===== src/rtl/pipelined_reduction_gate.sv =====
// Pipelined N-input reduction gate: run-time bubble mask, AND/OR/XOR/THRESHOLD
// reduction with optional inversion, behind a two-stage valid/ready pipeline.
module pipelined_reduction_gate #(
   parameter int unsigned NrOfInputs  = 7,
   parameter logic [31:0] BubblesMask = 32'h1,
   parameter int unsigned Threshold   = 4
) (
   input  logic                  GlobalClock,
   input  logic                  Reset_n,
   input  logic [NrOfInputs-1:0] In_Data,
   input  logic [1:0]            In_Mode,
   input  logic                  In_Invert,
   input  logic                  In_Valid,
   output logic                  In_Ready,
   input  logic                  Mask_Load,
   input  logic [NrOfInputs-1:0] Mask_Data,
   output logic [NrOfInputs-1:0] Mask,
   output logic                  Result,
   output logic [5:0]            Ones_Count,
   output logic                  Out_Valid,
   input  logic                  Out_Ready
);

   typedef enum logic [1:0] {
      ModeAnd = 2'd0,
      ModeOr  = 2'd1,
      ModeXor = 2'd2,
      ModeThr = 2'd3
   } mode_e;

   localparam logic [NrOfInputs-1:0] MaskReset = BubblesMask[NrOfInputs-1:0];
   localparam logic [5:0]            AllOnes   = 6'(NrOfInputs);
   localparam logic [5:0]            ThrCount  = 6'(Threshold);

   logic [NrOfInputs-1:0] mask_q, mask_d;
   logic                  s1_valid_q, s1_valid_d;
   logic [NrOfInputs-1:0] s1_vec_q, s1_vec_d;
   mode_e                 s1_mode_q, s1_mode_d;
   logic                  s1_inv_q, s1_inv_d;
   logic                  s2_valid_q, s2_valid_d;
   logic                  result_q, result_d;
   logic [5:0]            count_q, count_d;

   logic                  s2_adv;
   logic [5:0]            pop;
   logic                  reduced;

   always_comb begin
      pop = '0;
      for (int unsigned i = 0; i < NrOfInputs; i++) begin
         pop = pop + 6'(s1_vec_q[i]);
      end
      unique case (s1_mode_q)
         ModeAnd: reduced = (pop == AllOnes);
         ModeOr:  reduced = (pop != '0);
         ModeXor: reduced = pop[0];
         default: reduced = (pop >= ThrCount);
      endcase
   end

   // Stage 1 may refill in the same cycle stage 2 drains, keeping one item per cycle.
   always_comb begin
      s2_adv     = !s2_valid_q || Out_Ready;
      In_Ready   = !s1_valid_q || s2_adv;

      mask_d     = mask_q;
      s1_valid_d = s1_valid_q;
      s1_vec_d   = s1_vec_q;
      s1_mode_d  = s1_mode_q;
      s1_inv_d   = s1_inv_q;
      s2_valid_d = s2_valid_q;
      result_d   = result_q;
      count_d    = count_q;

      if (Mask_Load) begin
         mask_d = Mask_Data;
      end
      if (In_Ready) begin
         s1_valid_d = In_Valid;
         if (In_Valid) begin
            s1_vec_d  = In_Data ^ mask_q;
            s1_mode_d = mode_e'(In_Mode);
            s1_inv_d  = In_Invert;
         end
      end
      if (s2_adv) begin
         s2_valid_d = s1_valid_q;
         if (s1_valid_q) begin
            result_d = reduced ^ s1_inv_q;
            count_d  = pop;
         end
      end
   end

   always_ff @(posedge GlobalClock or negedge Reset_n) begin
      if (!Reset_n) begin
         mask_q     <= MaskReset;
         s1_valid_q <= 1'b0;
         s1_vec_q   <= '0;
         s1_mode_q  <= ModeAnd;
         s1_inv_q   <= 1'b0;
         s2_valid_q <= 1'b0;
         result_q   <= 1'b0;
         count_q    <= '0;
      end else begin
         mask_q     <= mask_d;
         s1_valid_q <= s1_valid_d;
         s1_vec_q   <= s1_vec_d;
         s1_mode_q  <= s1_mode_d;
         s1_inv_q   <= s1_inv_d;
         s2_valid_q <= s2_valid_d;
         result_q   <= result_d;
         count_q    <= count_d;
      end
   end

   assign Mask       = mask_q;
   assign Result     = result_q;
   assign Ones_Count = count_q;
   assign Out_Valid  = s2_valid_q;

endmodule


===== config.mk =====
export PLATFORM = sky130hd
export DESIGN_NAME = pipelined_reduction_gate
export DESIGN_NICKNAME = d
export VERILOG_FILES = /design/src/rtl/pipelined_reduction_gate.sv
export SDC_FILE = /design/constraint.sdc
export NUM_CORES = 1
export LEC_CHECK = 0
export CAP_MARGIN = 10
export CELL_PAD_IN_SITES_DETAIL_PLACEMENT = 0
export CELL_PAD_IN_SITES_GLOBAL_PLACEMENT = 2
export CORE_UTILIZATION = 29
export DETAILED_ROUTE_END_ITERATION = 10
export PLACE_DENSITY_LB_ADDON = 0.3
export SLEW_MARGIN = 20
export SYNTH_ARGS = -nofsm -noshare
export SYNTH_HDL_FRONTEND = slang
export SYNTH_SLANG_ARGS = --single-unit

===== constraint.sdc =====
create_clock -name GlobalClock -period 5 [get_ports GlobalClock]
set_clock_uncertainty 0.05 [all_clocks]
set_input_delay 0.75 -clock GlobalClock [delete_from_list [all_inputs] [get_ports GlobalClock]]
set_output_delay 0.75 -clock GlobalClock [all_outputs]
set_load 0.02 [all_outputs]

# After elaboration in Yosys (flattened, before gate mapping)
# Cells that the tools add are included.
# W data, S select, Z words.
# op_classes
addsub	6
multipliers	0
div_mod_pow	0
order_cmp	1
n_eq_ne	3
n_shift	0
n_mux	1
n_bitwise	2
n_reduce_logical	8
# op_table
operator	n
$xor A7 B7 Y7	1
$add A5 B1 Y6	1
$add A6 B1 Y6	1
$eq A6 B3 Y1 const B	1
$ge A6 B3 Y1 const B	1
$reduce_bool A6 Y1	1
$add A4 B1 Y5	1
$add A3 B1 Y4	1
$reduce_and A2 Y1	2
$add A2 B1 Y3	1
$pmux W1 S3	1
$add A1 B1 Y2	1
$eq A2 B1 Y1 const B	1
$eq A2 B2 Y1 const B	1
$logic_not A1 Y1	2
$logic_not A2 Y1	1
$logic_or A1 B1 Y1	2
$xor A1 B1 Y1	1
# totals
ff_bits	26
latchBits	0
mem_bits_rw	0
romBits	0
out_inout_bits	16
word_cells	29
mem_count	0

# Logic depth before layout (Yosys ltp)
# logic_depth
depth_word	9
depth_mapped	10
depth_no_buf	10

# Least setup slack after synthesis
# No wires, ideal clock.
# synth_timing
kind	reg-to-reg
start	register s1_vec_q[0]
end	register result_q (netlist: Result)
setup_time_ns	0.123
arrival_time_ns	2.740
t_required_ns	4.827
slack_ns	2.088
stages_incl_launch_ff	11
cell_sequence	dfrtp_1 -> fa_1 -> inv_1 -> fa_1 -> fa_1 -> inv_1 -> fa_1 -> nor3_1 -> a221oi_2 -> xnor2_1 -> o21ai_2
# synth_via
elab_chain_cells	9
word_cells_on_any_way	11
cone_classes	add/sub (6); order compare (1); eq/ne (1); mux (1); bitwise (1); reduce/logical (1)
# synth_lines
item	line_no	source
start, declared	37	logic [NrOfInputs-1:0] s1_vec_q, s1_vec_d;
start signal, assigned	108	s1_vec_q <= s1_vec_d;
$add A1 B1 Y2 (*)	51	pop = pop + 6'(s1_vec_q[i]);
$add A2 B1 Y3 (*)	51	
$add A3 B1 Y4 (*)	51	
$add A4 B1 Y5 (*)	51	
$add A5 B1 Y6 (*)	51	
$add A6 B1 Y6 (*)	51	
via pop[1]	45	logic [5:0] pop;
$ge A6 B3 Y1, or another cell as far along	57	default: reduced = (pop >= ThrCount);
$pmux W1 S3 (*)	53	unique case (s1_mode_q)
$xor A1 B1 Y1 (*)	89	result_d = reduced ^ s1_inv_q;
end signal, assigned	112	result_q <= result_d;
end, declared	41	logic result_q, result_d;
# Mark *: on every way through the listed nets, which the timed path passes. The rest lies on a longest branch.
# A chain may end at the register's enable or synchronous reset.

# Worst setup path in the final report
# Ends and elaborated chain as after synthesis.

==> metrics.csv <==
metric,value,unit
total CTS buffers,3,
met1 Resource Use GR,11.9,%
IO Pins,38,
Post-DP HPWL,1.45,mm
Post-DRT Antenna Nets,0,
placed cells,167,
Critical Path Sink Type,flip-flop,
Fill cells,347,
Setup WS pre-CTS,1980,ps
VDD IR max,0.112,mV
Die Wd,62.9,um
# H-tree levels,1,
Worst Hold Class,in2async,
Synth top area share,51.2,%
Slew @ Worst Pin,544,ps
post-cts sizing count,0,
min Tclk post-route,3010,ps
M2 GR Usage,19.1,%
Fmax,332,MHz
vias post-DR,713,
Hold Buf Count CTS,0,
layout cells sized above 1,14.4,%
RSZ-0062 raised after global routing,false,
final core utilization,43.3,%
Synth Instances,90,
FF+latch area,577,um2
WL/cell,10.8,um
Hold Slack,407,ps
"Slew Viols, Final",0,
most used routing layer,met2,
met3 Use GR,3.28,%
r2r setup slk,1990,ps
Max transition margin,63.6,%
number of synthesized flops with an enable pin,0,
Die Y,62.9,um
main area contributors after synthesis,"dfrtp_1, mux2_2, fa_1",
post-route design area,1490,um2
largest net degree at the start of global routing,24,
Max clock buf depth,2,
global-route wire length before repair,3.26,mm
CP startpoint kind,flip-flop,
final setup fails,0,
DR vias/cell,4.17,
IO Port Bufs,34,
FP Rows,21,
max-cap violation count,0,
FF-to-FF Start,s1_vec_q[0],
Yosys warning count,0,
"area leader, netlist",dfrtp_1,
clk sinks,23,
clk_lat worst skew,250,ps
Remaining DRCs,0,
initial core utilization,31.2,%
area post-placement,1450,um2
drt first pass iters,2,
crit path DAT,3100,ps
"CTS clk-pin slew, worst paths",70,ps
global-route usage over all layers,10.9,%
Pwr Density,410,nW/um2
Congestion Overflow GR,0,
Core ar.,3440,um2
Netlist cell types,20,
Post-CTS Setup Bufs,0,
post-synthesis register bit count,23,
ys async rst share,100,%
setup ws final,1990,ps
crit path kind,reg2reg,
Ant. Diodes,0,
Crit Path Max Fanout,3,
fin cells,171,
final period utilization,60.2,%
GPL Wtd Cong,0.709,
DRT iter0 DRCs,10,
vias in the first global route,746,
final hold violation count,0,
end of the worst register-to-register path,Result,
initial antenna violation count,0,
status,finished clean,
synthesized cell area,1070,um2
Lkg Pwr,0.636,nW
Multi-input gate area,444,um2
"Req. time, crit path",5090,ps
ys flop type,dfrtp_1,
CTS tree,done,
sequential fraction of the synthesis area,53.7,%
DIE AREA,3950,um2
final WL,1.85,mm
Syn Area/Cell,11.9,um2
Root Buffer,clkbuf_8,
Setup TNS Final,0,ps
fin nets,152,
Power Total,0.611,mW
FF-to-FF path depth,10,
P&R area growth vs syn,38.5,%
[power by group]
group	switching [mW]	total, mW	internal [mW]
clock	0.0537	0.110	0.0567
sequential	0.0232	0.248	0.224
combinational	0.122	0.253	0.131
total	0.199	0.611	0.412
[layer usage]
layer / wire (um) / part of all wire [%] / vias up
li1: - / - / 355
met1: 802 / 43 / 325
met2: 916 / 50 / 31
met3: 113 / 6.1 / 2
met4: 12 / 0.65 / 0
met5: 0 / 0 / -
[logic make-up after synthesis]
logic type	count (synthesis)	synth area share, %
xor+xnor	9	7.33
simple gates	17	7.10
flops	23	53.7
mux	11	11.5
other cells	1	0.349
compound gates	12	6.87
buf+inv	13	5.70
fa+ha+maj	4	7.45
[worst max-delay path by stage]
stage                     start      to  slack, ps  depth (start not counted)
floorplan           s1_vec_q[0]  Result       2090                         10
global placement    s1_vec_q[0]  Result       2040                         10
detailed placement  s1_vec_q[0]  Result       1980                         10
CTS                 s1_vec_q[0]  Result       1970                         10
global route        s1_vec_q[0]  Result       1800                         10
finish              s1_vec_q[0]  Result       1990                         10
[cells in the mapped netlist, types with 3 or more instances]
| library cell | count |
|---|---|
| mux2_2 | 11 |
| dfrtp_1 | 22 |
| nor2_1 | 4 |
| o21ai_0 | 6 |
| buf_4 | 3 |
| inv_1 | 8 |
| fa_1 | 4 |
| xnor2_1 | 5 |
| a21oi_1 | 4 |
| nand2_1 | 8 |
| xor2_1 | 4 |
| nand2b_1 | 3 |
[layout by cell type, fill, tap and decap left out, drive strengths merged]
master and instances:
inv 8, xnor2 5, mux2 11, dfstp 1, a221oi 1, clkbuf 4, nand2b 3, nor2 4
o21ai 7, fa 4, xor2 4, nand2 8, nor3 1, dfrtp 22, a21oi 4, nand3b 1
buf 1, clkdlybuf4s50 33, conb 3
[sequential cells by signal (all words and copies together), names as in the netlist]
name	flops
s1_vec_q	7
Result	1
s1_inv_q	1
Ones_Count	3
Mask	7
s1_mode_q	2
Out_Valid	1
s1_valid_q	1
[critical path: stages, from the launching register on]
cell,delay (ps)
dfrtp_1,400
fa_1,530
inv_1,50
fa_1,450
fa_1,360
inv_1,70
fa_1,440
nor3_1,240
a221oi_2,60
xnor2_1,170
o21ai_2,60
[final cells by class]
| class | count | share of cell area (%) |
|---|---|---|
| clock buffers | 4 | 3.03 |
| inverters | 8 | 2.02 |
| multi-input cells | 56 | 29.8 |
| flip-flops and latches | 23 | 38.7 |
| well taps | 46 | 3.87 |
| repair buffers | 34 | 22.5 |
Power figures use the tool's default switching activity.
